<file path="src/rtl/dbm_pkg.sv">
// Shared types, width codes and defaults for the data bus master.
package dbm_pkg;

  typedef enum logic [1:0] {
    IDLE,
    SETUP,
    ACCESS,
    DONE
  } state_e;

  localparam logic [2:0] F3_B  = 3'b000;
  localparam logic [2:0] F3_H  = 3'b001;
  localparam logic [2:0] F3_W  = 3'b010;
  localparam logic [2:0] F3_BU = 3'b100;
  localparam logic [2:0] F3_HU = 3'b101;

  localparam int         DBM_NUM_SLAVES     = 4;
  localparam logic [3:0] DBM_BASE_REGION    = 4'h1;
  localparam int         DBM_TIMEOUT_CYCLES = 255;

  // Picks the byte/half addressed by off out of a bus word and extends it per func3.
  function automatic logic [31:0] dbm_extend(input logic [31:0] word,
                                             input logic [1:0]  off,
                                             input logic [2:0]  func3);
    logic [31:0] shifted;
    logic [7:0]  b;
    logic [15:0] h;
    shifted = word >> {off, 3'b000};
    b       = shifted[7:0];
    h       = off[1] ? word[31:16] : word[15:0];
    case (func3)
      F3_B:    dbm_extend = {{24{b[7]}}, b};
      F3_BU:   dbm_extend = {24'b0, b};
      F3_H:    dbm_extend = {{16{h[15]}}, h};
      F3_HU:   dbm_extend = {16'b0, h};
      default: dbm_extend = word;
    endcase
  endfunction

endpackage

</file>
<file path="src/rtl/dbm_addr_decoder.sv">
// Combinational decode of one access: slave select, misalign/decode error and store strobes.
module dbm_addr_decoder
  import dbm_pkg::*;
#(
  parameter int         NUM_SLAVES  = DBM_NUM_SLAVES,
  parameter logic [3:0] BASE_REGION = DBM_BASE_REGION
) (
  input  logic [3:0]            region,
  input  logic [3:0]            index,
  input  logic [1:0]            offset,
  input  logic [2:0]            func3,
  input  logic                  we,
  output logic [NUM_SLAVES-1:0] slave_sel,
  output logic                  err,
  output logic [3:0]            strb
);

  logic misalign;
  logic decode_err;

  always_comb begin
    // NOTE: every output of a combinational block gets a default first, so no path infers a latch.
    misalign = 1'b0;
    strb     = 4'b0000;
    case (func3)
      F3_B:  strb = 4'b0001 << offset;
      F3_H: begin
        misalign = offset[0];
        strb     = 4'b0011 << {offset[1], 1'b0};
      end
      F3_W: begin
        misalign = |offset;
        strb     = 4'hF;
      end
      // Unsigned widths exist only for loads; as store codes they are undefined.
      F3_BU: misalign = we;
      F3_HU: misalign = we | offset[0];
      default: misalign = 1'b1;
    endcase
    if (!we || misalign) strb = 4'b0000;
  end

  assign decode_err = (region != BASE_REGION) || (int'(index) >= NUM_SLAVES);
  assign err        = misalign | decode_err;

  always_comb begin
    slave_sel = '0;
    for (int i = 0; i < NUM_SLAVES; i++) begin
      slave_sel[i] = !decode_err && (int'(index) == i);
    end
  end

endmodule

</file>
<file path="src/rtl/data_bus_master.sv">
// Load/store APB-style bus master: decode, SETUP/ACCESS transfer, extended load response.
// Optional ACCESS-phase watchdog is compiled in with `define DBM_TIMEOUT_EN.
module data_bus_master
  import dbm_pkg::*;
#(
  parameter int         NUM_SLAVES     = DBM_NUM_SLAVES,
  parameter logic [3:0] BASE_REGION    = DBM_BASE_REGION,
  parameter int         TIMEOUT_CYCLES = DBM_TIMEOUT_CYCLES
) (
  input  logic                     clk,
  input  logic                     reset,
  input  logic                     req_valid,
  input  logic                     req_we,
  input  logic [2:0]               req_func3,
  input  logic [31:0]              req_addr,
  input  logic [31:0]              req_wdata,
  output logic                     stall,
  output logic                     rsp_valid,
  output logic                     rsp_err,
  output logic [31:0]              rsp_rdata,
  output logic [31:0]              PADDR,
  output logic                     PWRITE,
  output logic [NUM_SLAVES-1:0]    PSEL,
  output logic                     PENABLE,
  output logic [31:0]              PWDATA,
  output logic [3:0]               PSTRB,
  input  logic [NUM_SLAVES*32-1:0] PRDATA,
  input  logic [NUM_SLAVES-1:0]    PREADY
);

  logic [NUM_SLAVES-1:0] dec_sel;
  logic                  dec_err;
  logic [3:0]            dec_strb;

  dbm_addr_decoder #(
    .NUM_SLAVES (NUM_SLAVES),
    .BASE_REGION(BASE_REGION)
  ) u_decoder (
    .region   (req_addr[31:28]),
    .index    (req_addr[15:12]),
    .offset   (req_addr[1:0]),
    .func3    (req_func3),
    .we       (req_we),
    .slave_sel(dec_sel),
    .err      (dec_err),
    .strb     (dec_strb)
  );

  state_e                state_q,     state_d;
  logic [3:0]            idx_q,       idx_d;
  logic [1:0]            off_q,       off_d;
  logic [2:0]            func3_q,     func3_d;
  logic [NUM_SLAVES-1:0] psel_q,      psel_d;
  logic                  penable_q,   penable_d;
  logic [31:0]           paddr_q,     paddr_d;
  logic                  pwrite_q,    pwrite_d;
  logic [31:0]           pwdata_q,    pwdata_d;
  logic [3:0]            pstrb_q,     pstrb_d;
  logic                  rsp_valid_q, rsp_valid_d;
  logic                  rsp_err_q,   rsp_err_d;
  logic [31:0]           rdata_q,     rdata_d;

  logic [31:0] lane_wdata;
  logic        ready_sel;
  logic [31:0] prdata_sel;
  logic        timeout_hit;

  // Narrow stores are replicated on every lane; PSTRB picks the live ones.
  always_comb begin
    case (req_func3)
      F3_B:    lane_wdata = {4{req_wdata[7:0]}};
      F3_H:    lane_wdata = {2{req_wdata[15:0]}};
      default: lane_wdata = req_wdata;
    endcase
  end

  always_comb begin
    ready_sel  = 1'b0;
    prdata_sel = '0;
    for (int i = 0; i < NUM_SLAVES; i++) begin
      if (int'(idx_q) == i) begin
        ready_sel  = PREADY[i];
        prdata_sel = PRDATA[32*i +: 32];
      end
    end
  end

`ifdef DBM_TIMEOUT_EN
  localparam int CNT_W = ($clog2(TIMEOUT_CYCLES + 1) > 8) ? $clog2(TIMEOUT_CYCLES + 1) : 8;

  logic [CNT_W-1:0] cnt_q, cnt_d;

  // cnt_q holds the non-ready ACCESS cycles already spent; the limit-th one ends the transfer.
  assign timeout_hit = (cnt_q == CNT_W'(TIMEOUT_CYCLES - 1));

  always_comb begin
    cnt_d = cnt_q;
    if (state_q == SETUP)                    cnt_d = '0;
    else if (state_q == ACCESS && !ready_sel) cnt_d = cnt_q + 1'b1;
  end

  always_ff @(posedge clk or posedge reset) begin
    if (reset) cnt_q <= '0;
    else       cnt_q <= cnt_d;
  end
`else
  logic unused_timeout;
  assign unused_timeout = ^TIMEOUT_CYCLES;
  assign timeout_hit    = 1'b0;
`endif

  always_comb begin
    state_d     = state_q;
    idx_d       = idx_q;
    off_d       = off_q;
    func3_d     = func3_q;
    psel_d      = psel_q;
    penable_d   = penable_q;
    paddr_d     = paddr_q;
    pwrite_d    = pwrite_q;
    pwdata_d    = pwdata_q;
    pstrb_d     = pstrb_q;
    rsp_valid_d = 1'b0;
    rsp_err_d   = 1'b0;
    rdata_d     = rdata_q;
    case (state_q)
      IDLE: begin
        if (req_valid) begin
          idx_d   = req_addr[15:12];
          off_d   = req_addr[1:0];
          func3_d = req_func3;
          if (dec_err) begin
            state_d     = DONE;
            rsp_valid_d = 1'b1;
            rsp_err_d   = 1'b1;
            rdata_d     = '0;
          end else begin
            state_d  = SETUP;
            psel_d   = dec_sel;
            paddr_d  = {req_addr[31:2], 2'b00};
            pwrite_d = req_we;
            pwdata_d = lane_wdata;
            pstrb_d  = dec_strb;
          end
        end
      end
      SETUP: begin
        state_d   = ACCESS;
        penable_d = 1'b1;
      end
      ACCESS: begin
        if (ready_sel || timeout_hit) begin
          state_d     = DONE;
          psel_d      = '0;
          penable_d   = 1'b0;
          rsp_valid_d = 1'b1;
          if (!ready_sel) begin
            rsp_err_d = 1'b1;
            rdata_d   = '0;
          end else if (!pwrite_q) begin
            rdata_d = dbm_extend(prdata_sel, off_q, func3_q);
          end
        end
      end
      DONE:    state_d = IDLE;
      default: state_d = IDLE;
    endcase
  end

  always_ff @(posedge clk or posedge reset) begin
    if (reset) begin
      state_q     <= IDLE;
      idx_q       <= '0;
      off_q       <= '0;
      func3_q     <= '0;
      psel_q      <= '0;
      penable_q   <= 1'b0;
      paddr_q     <= '0;
      pwrite_q    <= 1'b0;
      pwdata_q    <= '0;
      pstrb_q     <= '0;
      rsp_valid_q <= 1'b0;
      rsp_err_q   <= 1'b0;
      rdata_q     <= '0;
    end else begin
      // NOTE: state updates use <= so every flop samples the pre-edge values of the others.
      state_q     <= state_d;
      idx_q       <= idx_d;
      off_q       <= off_d;
      func3_q     <= func3_d;
      psel_q      <= psel_d;
      penable_q   <= penable_d;
      paddr_q     <= paddr_d;
      pwrite_q    <= pwrite_d;
      pwdata_q    <= pwdata_d;
      pstrb_q     <= pstrb_d;
      rsp_valid_q <= rsp_valid_d;
      rsp_err_q   <= rsp_err_d;
      rdata_q     <= rdata_d;
    end
  end

  // Reset gates the IDLE pass-through so stall is low for the whole reset window.
  assign stall     = (state_q == IDLE) ? (req_valid & ~reset) : (state_q != DONE);
  assign rsp_valid = rsp_valid_q;
  assign rsp_err   = rsp_err_q;
  assign rsp_rdata = rdata_q;
  assign PADDR     = paddr_q;
  assign PWRITE    = pwrite_q;
  assign PSEL      = psel_q;
  assign PENABLE   = penable_q;
  assign PWDATA    = pwdata_q;
  assign PSTRB     = pstrb_q;

endmodule

</file>
<file path="config.mk">
export PLATFORM = sky130hd
export DESIGN_NAME = data_bus_master
export DESIGN_NICKNAME = d
export VERILOG_FILES = /design/src/rtl/dbm_pkg.sv /design/src/rtl/dbm_addr_decoder.sv /design/src/rtl/data_bus_master.sv
export SDC_FILE = /design/constraint.sdc
export NUM_CORES = 1
export LEC_CHECK = 0
export CAP_MARGIN = 20
export CORE_MARGIN = 2
export CORE_UTILIZATION = 30
export DETAILED_ROUTE_END_ITERATION = 8
export PLACE_DENSITY_LB_ADDON = 0.08
export SYNTH_ARGS = -nofsm -noshare
export SYNTH_HDL_FRONTEND = slang
export SYNTH_SLANG_ARGS = --single-unit
</file>
<file path="constraint.sdc">
create_clock -name clk -period 5.1 [get_ports clk]
set_input_delay 0.765 -clock clk [delete_from_list [all_inputs] [get_ports clk]]
set_output_delay 0.765 -clock clk [all_outputs]
set_load 0.1 [all_outputs]
</file>
==> flow_summary.yaml, run 1 <==
logic_synthesis:
  synth-seq-area-share: 0.4447
  syn_area_sq_um: 6584
  ys.flop_type: "dfrtp_1"
  ys_types: 58
  netlist_instances: 601
  ys_ff_latch: 117
  async_flop_share: 1.000
  synth_edf_count: 0
  syn_area_per_cell_sq_um: 10.95
  synth-warning-count: 0
place:
  dpl_cell_area_sq_um: 9857
  dp_hpwl_um: 17060
  io_buffer_count: 309
  gp_congestion: 0.8091
clocking:
  clock_path_buffers: 2
  root_buffer: "clkbuf_16"
  cts_tree: "yes"
  path_clk_slew_ns: 0.05
  clk_latency_ns: 0.42
  cts.sinks: 117
  htreeDepth: 4
  cts_hold_buf: 0
  cts-resized-gates: 0
  cts_setup_buffers: 0
  cts_buffers: 17
worst_setup_path:
  cp_cell_sequence: "clkdlybuf4s50_1 > or4_4 > a2111oi_2 > a2111o_1 > buf_8 > nand2_1 > o41ai_1"
  cp-end-kind: "register"
  crit_path_start_kind: "input port"
  cp_slowest_cell: "a2111o_1"
  cp.buffers_inverters: 2
  crit_fanout: 22
  cp.required_ns: 5.40
  cp_slowest_stage_delay_ns: 0.70
  arrival_ns: 3.55
  path_class: "in -> reg"
  crit_family: "compound AO/OA/AOI/OAI gates"
detailed_routing:
  detail-route-antenna-nets: 0
  drt_iter0_drc: 276
  routedWlPerCell_um: 19.02
  dr.pass1.iters: 4
  routed_wirelength_um: 22460
  vias_per_cell: 5.029
  drcViolationCount: 0
  vias: 5939
worst_hold_path:
  worstHoldPathType: "reg -> reg"
grt:
  antenna_found_initial: 0
  gr-usage-all-layers: 0.1975
  grt-ovfl-total: 0
  grt_pass1_vias: 6446
  grt_pass1_wl_um: 36450
  grt_max_degree: 96
floorplanning:
  core_sq_um: 21690
  rows: 54
  die_w_um: 152.1
  ioPinCount: 312
  dieHeight_um: 152.1
  dieArea_sq_um: 23150
  initial_core_util: 0.3036
power:
  p_per_area_nw_per_um2: 517.7
  vdd_drop_max_mv: 0.3590
  p_leak_nw: 4.357
cells_and_area:
  multiInputGateArea_sq_um: 3386
  final_common_cell: "clkdlybuf4s50_1"
  syn_to_final_growth_pct: 59.88
  layout_common_cells: "308 x clkdlybuf4s50_1, 115 x dfrtp_1, 95 x nand2_1"
  stdcell_area_sq_um: 10530
  seq_area_sq_um: 2930
  nNetsFinal: 1094
  diodes: 0
  fillers: 1976
  drive_gt1_frac: 0.1565
sta:
  rsz0062_at_grt: "no"
  max_freq_mhz: 307.8
  fin_setup_tns_ns: 0
  slew_headroom: 0.2901
  layout_min_cycle_time_ns: 3.249
  hold_violations: 0
  finalCritPeriodShare: 0.6370
  setup_viol: 0
  finalHoldWorstSlack_ns: 0.4766
  worst_slew_pin_slew_ns: 1.061
  finalClockSkew_ns: 0.01229
  maxSlewViolCount: 0
job:
  maxCapViolations: 0
outcome:
  outcome: "completed"
-- sequential cells by signal, indices dropped and copies added, names as in the netlist --
register / flops
PENABLE: 1
func3_q: 3
off_q: 2
PSTRB: 4
idx_q: 4
rsp_valid: 1
PSEL: 4
PADDR: 30
rsp_rdata: 32
PWDATA: 32
state_q: 2
rsp_err: 1
PWRITE: 1
-- layer usage --
layer | GRT usage | wire length [um] | vias to the layer above
li1 | - | - | 2797
met5 | 0 | 0 | -
met1 | 0.2469 | 9428 | 2901
met4 | 0.05964 | 407 | 0
met2 | 0.3389 | 11280 | 216
met3 | 0.04807 | 1345 | 25
-- worst reg2reg max path, stage by stage, from the launching register on --
cell	delay, ns
dfrtp_2	1.00
mux4_2	0.37
nand2_1	0.16
a2111o_1	0.81
buf_8	0.31
o41ai_1	0.34
-- power breakdown --
| part | leakage [nW] | internal [W] | switching [W] | total, W |
|---|---|---|---|---|
| sequential | 1.58 | 0.00109 | 0.000238 | 0.00133 |
| combinational | 2.49 | 0.00101 | 0.00186 | 0.00287 |
| clock | 0.293 | 0.000785 | 0.000460 | 0.00125 |
-- Yosys cell counts (all sizes together) (6+ instances only) --
| master | count | share of area |
|---|---|---|
| buf | 25 | 0.024 |
| mux2i | 31 | 0.047 |
| a21oi | 28 | 0.021 |
| nand2b | 7 | 0.0067 |
| o21ai | 67 | 0.052 |
| clkbuf | 27 | 0.016 |
| and2 | 8 | 0.0076 |
| dfrtp | 117 | 0.44 |
| mux2 | 49 | 0.084 |
| inv | 8 | 0.0046 |
| nor2 | 17 | 0.0097 |
| a22o | 6 | 0.0080 |
| nand3 | 7 | 0.0061 |
| nor3 | 7 | 0.0053 |
| mux4 | 35 | 0.12 |
| nand2 | 95 | 0.054 |
-- cell families (layout without fill, tap and decap cells) --
| group | Yosys count | count (layout) | share of synthesized area |
|---|---|---|---|
| AND/OR/NAND/NOR | 156 | 156 | 0.1064 |
| AO/OA/AOI/OAI | 147 | 147 | 0.1454 |
| flip-flops | 117 | 117 | 0.4447 |
| multiplexers | 115 | 115 | 0.2507 |
| buffers and inverters | 60 | 359 | 0.04390 |
| adder cells (fa/ha/maj) | 3 | 3 | 0.005702 |
| XOR/XNOR | 2 | 2 | 0.002661 |
| other | 1 | 2 | 0.0005696 |
-- metrics by stage --
stage          setup WS, ns  utilization  power [W]  instances
2_1_floorplan         1.234            -   0.003412        602
3_3_place_gp          1.217       0.4538   0.004161       1146
3_5_place_dp          1.158       0.4545   0.004231       1147
4_1_cts               1.601       0.4828   0.005505       1179
5_1_grt               1.648       0.4853   0.005769       1181
6_report              1.851       0.4853   0.005449       1181
-- area by class of cell --
type,instances,area share
Clock buffer,18,0.04172
Clock inverter,14,0.01664
Inverter,8,0.003090
Multi-Input combinational cell,425,0.3216
Sequential cell,117,0.2784
Tap cell,280,0.03328
Timing Repair Buffer,319,0.3052
-- worst paths after layout --
kind	startpoint	to	slack (ns)	cells after the start
max	req_func3[0]	rsp_rdata[11]$_DFFE_PP0P_	1.85	7
min	rsp_rdata[10]$_DFFE_PP0P_	rsp_rdata[10]$_DFFE_PP0P_	0.48	2
max reg2reg	idx_q[1]$_DFFE_PP0P_	rsp_rdata[11]$_DFFE_PP0P_	1.99	5
min reg2reg	rsp_rdata[10]$_DFFE_PP0P_	rsp_rdata[10]$_DFFE_PP0P_	0.48	2
max in group asynchronous	reset	PADDR[4]$_DFFE_PP0P_	3.30	4
min in group asynchronous	reset	PENABLE$_DFFE_PP0P_	0.67	2
Power figures use the tool's default switching activity.
==> inputs of run 2 (changes only) <==
clock period = 2.7 ns   (was 5.1 ns; I/O delays follow)
==> run 2 against run 1 <==
Compared with the run above:
- hold slack improved by 0.0041 ns
- critical path depth decreased by 1
- via count grew 1.5%
- power up 93%
- cell area fell by 0.20%
- global-route usage is 0.23 points lower
- combinational power up 100%
- sequential share of layout area grew 0.056 points
- first-iteration DRC count is 12% higher
- register-to-register slack worse by 1.8 ns
- non-clock buffer count grew 24
- clock-buffer cell count is 1 higher
- highest routed layer unchanged
==> flow_summary.yaml, run 2 (synthesis gave the netlist of run 1 again) <==
job:
  maxCapViolations: 0
worst_setup_path:
  cp.required_ns: 2.98
  rrSetupSlack_ns: 0.24
  path_class: "reg -> reg"
  worst_r2r_endpoint: "rsp_rdata[20]$_DFFE_PP0P_"
  r2r_cells: 6
  crit_path_start_kind: "register"
  cp-end-kind: "register"
  crit_fanout: 33
  arrival_ns: 2.74
  timing.rr.start: "idx_q[0]$_DFFE_PP0P_"
power:
  p_sw_frac: 0.4676
  clkPwrFrac: 0.227
  vdd_drop_max_mv: 0.6663
  p_per_area_nw_per_um2: 1000
  p_int_w: 0.005595
  p_comb_frac: 0.553
  power.total_w: 0.01051
  p_leak_nw: 4.688
  power_switching_w: 0.004913
  seqPwrFrac: 0.220
detailed_routing:
  dr.pass1.iters: 4
  detail-route-antenna-nets: 0
  vias_per_cell: 5.003
  routed_wirelength_um: 22630
  met3_length_um: 1472
  wl_met1_um: 9563
  drcViolationCount: 0
  maxUsedRoutingLayer: "met4"
  drt_iter0_drc: 310
  wl_met2_um: 11390
  routedWlPerCell_um: 18.78
  vias: 6029
clocking:
  root_buffer: "clkbuf_16"
  cts_tree: "yes"
  cts_hold_buf: 0
  clock_path_buffers: 2
  clk_latency_ns: 0.42
  cts_buffers: 17
  cts.sinks: 117
  cts-resized-gates: 0
  path_clk_slew_ns: 0.06
  cts_setup_buffers: 0
  htreeDepth: 4
sta:
  maxSlewViolCount: 0
  rsz0062_at_grt: "no"
  finalClockSkew_ns: 0.008133
  hold_violations: 0
  fin_setup_tns_ns: 0
  finalCritPeriodShare: 0.9118
  max_freq_mhz: 406.2
  layout_min_cycle_time_ns: 2.462
  setup_viol: 0
  worst_slew_pin_slew_ns: 0.8332
  slew_headroom: 0.4399
  finalHoldWorstSlack_ns: 0.4808
floorplanning:
  dieArea_sq_um: 23150
  ioPinCount: 312
  dieHeight_um: 152.1
  die_w_um: 152.1
  initial_core_util: 0.3036
  core_sq_um: 21690
  rows: 54
worst_hold_path:
  hold_path_end: "rsp_rdata[11]$_DFFE_PP0P_"
  hold_path_depth: 2
  hold_path_startpoint: "rsp_rdata[11]$_DFFE_PP0P_"
  worstHoldPathType: "reg -> reg"
place:
  io_buffer_count: 309
  dpl_cell_area_sq_um: 9874
  gp_congestion: 0.8542
  dp_hpwl_um: 17620
grt:
  antenna_found_initial: 0
  grt-ovfl-total: 0
  grt_pass1_wl_um: 35680
  grt_max_degree: 71
  grt_pass1_vias: 6309
  gr-usage-all-layers: 0.1951
cells_and_area:
  layout_common_cells: "202 x clkdlybuf4s50_1, 133 x buf_4, 115 x dfrtp_1"
  drive_gt1_frac: 0.2951
  nNetsFinal: 1118
  post-route-util: 0.4844
  stdcell_area_sq_um: 10510
  diodes: 0
  syn_to_final_growth_pct: 59.56
  final_common_cell: "clkdlybuf4s50_1"
outcome:
  outcome: "completed"
==> run 2: changes by cell type in the layout (fill, tap and decap cells not counted), moves of 2 or more <==
cell / before / now
buf_12: 0 / 7
buf_16: 2 / 0
buf_4: 8 / 133
clkdlybuf4s50_1: 308 / 202
==> run 2: how the worst max path moves through the flow <==
stage	from	endpoint	slack (ns)	cells past startpoint
floorplan	state_q[0]$_DFFE_PP0P_	stall	0.39	5
global placement	req_func3[0]	rsp_rdata[31]$_DFFE_PP0P_	-0.52	6
detailed placement	req_func3[0]	rsp_rdata[20]$_DFFE_PP0P_	-0.31	7
CTS	idx_q[0]$_DFFE_PP0P_	rsp_rdata[20]$_DFFE_PP0P_	0.07	6
global route	idx_q[0]$_DFFE_PP0P_	rsp_rdata[29]$_DFFE_PP0P_	0.09	6
finish	idx_q[0]$_DFFE_PP0P_	rsp_rdata[20]$_DFFE_PP0P_	0.24	6
==> run 2: cell type report <==
class | count | area, sq um
inverter | 8 | 33.78
clock inverter | 13 | 170.2
timing repair buffer | 343 | 3166
fill | 1976 | 11180
clock buffer | 19 | 452.9
tap | 280 | 350.3
sequential | 117 | 2930
multi-input combinational | 425 | 3402
==> run 2: power by group through the flow <==
stage / clock, W / combinational (W) / sequential, W
floorplan: 0 / 0.00269 / 0.00376
global placement: 0 / 0.00574 / 0.00234
detailed placement: 0 / 0.00580 / 0.00235
CTS: 0.00245 / 0.00582 / 0.00232
global route: 0.00252 / 0.00618 / 0.00236
finish: 0.00239 / 0.00581 / 0.00232
==> run 2: metrics by stage <==
| step | worst slack, ns | std cells |
|---|---|---|
| after floorplan | 0.3877 | 602 |
| after global placement | -0.5180 | 1172 |
| after detailed placement | -0.3069 | 1173 |
| after CTS | 0.06863 | 1205 |
| after global routing | 0.08694 | 1205 |
| final | 0.2381 | 1205 |
==> run 2: routing by layer <==
metal	vias to the layer above	global-route usage
li1	2843	-
met1	2951	0.2437
met3	18	0.05205
met5	-	0
met2	217	0.3411
met4	0	0.03961
==> run 2: worst max-delay path, stage by stage, from the launching register on <==
cell and delay (ns):
dfrtp_2 0.40, buf_12 0.23, mux4_2 0.58, mux2i_1 0.16, o21ai_1 0.29, o21ai_4 0.47, o21ai_0 0.18
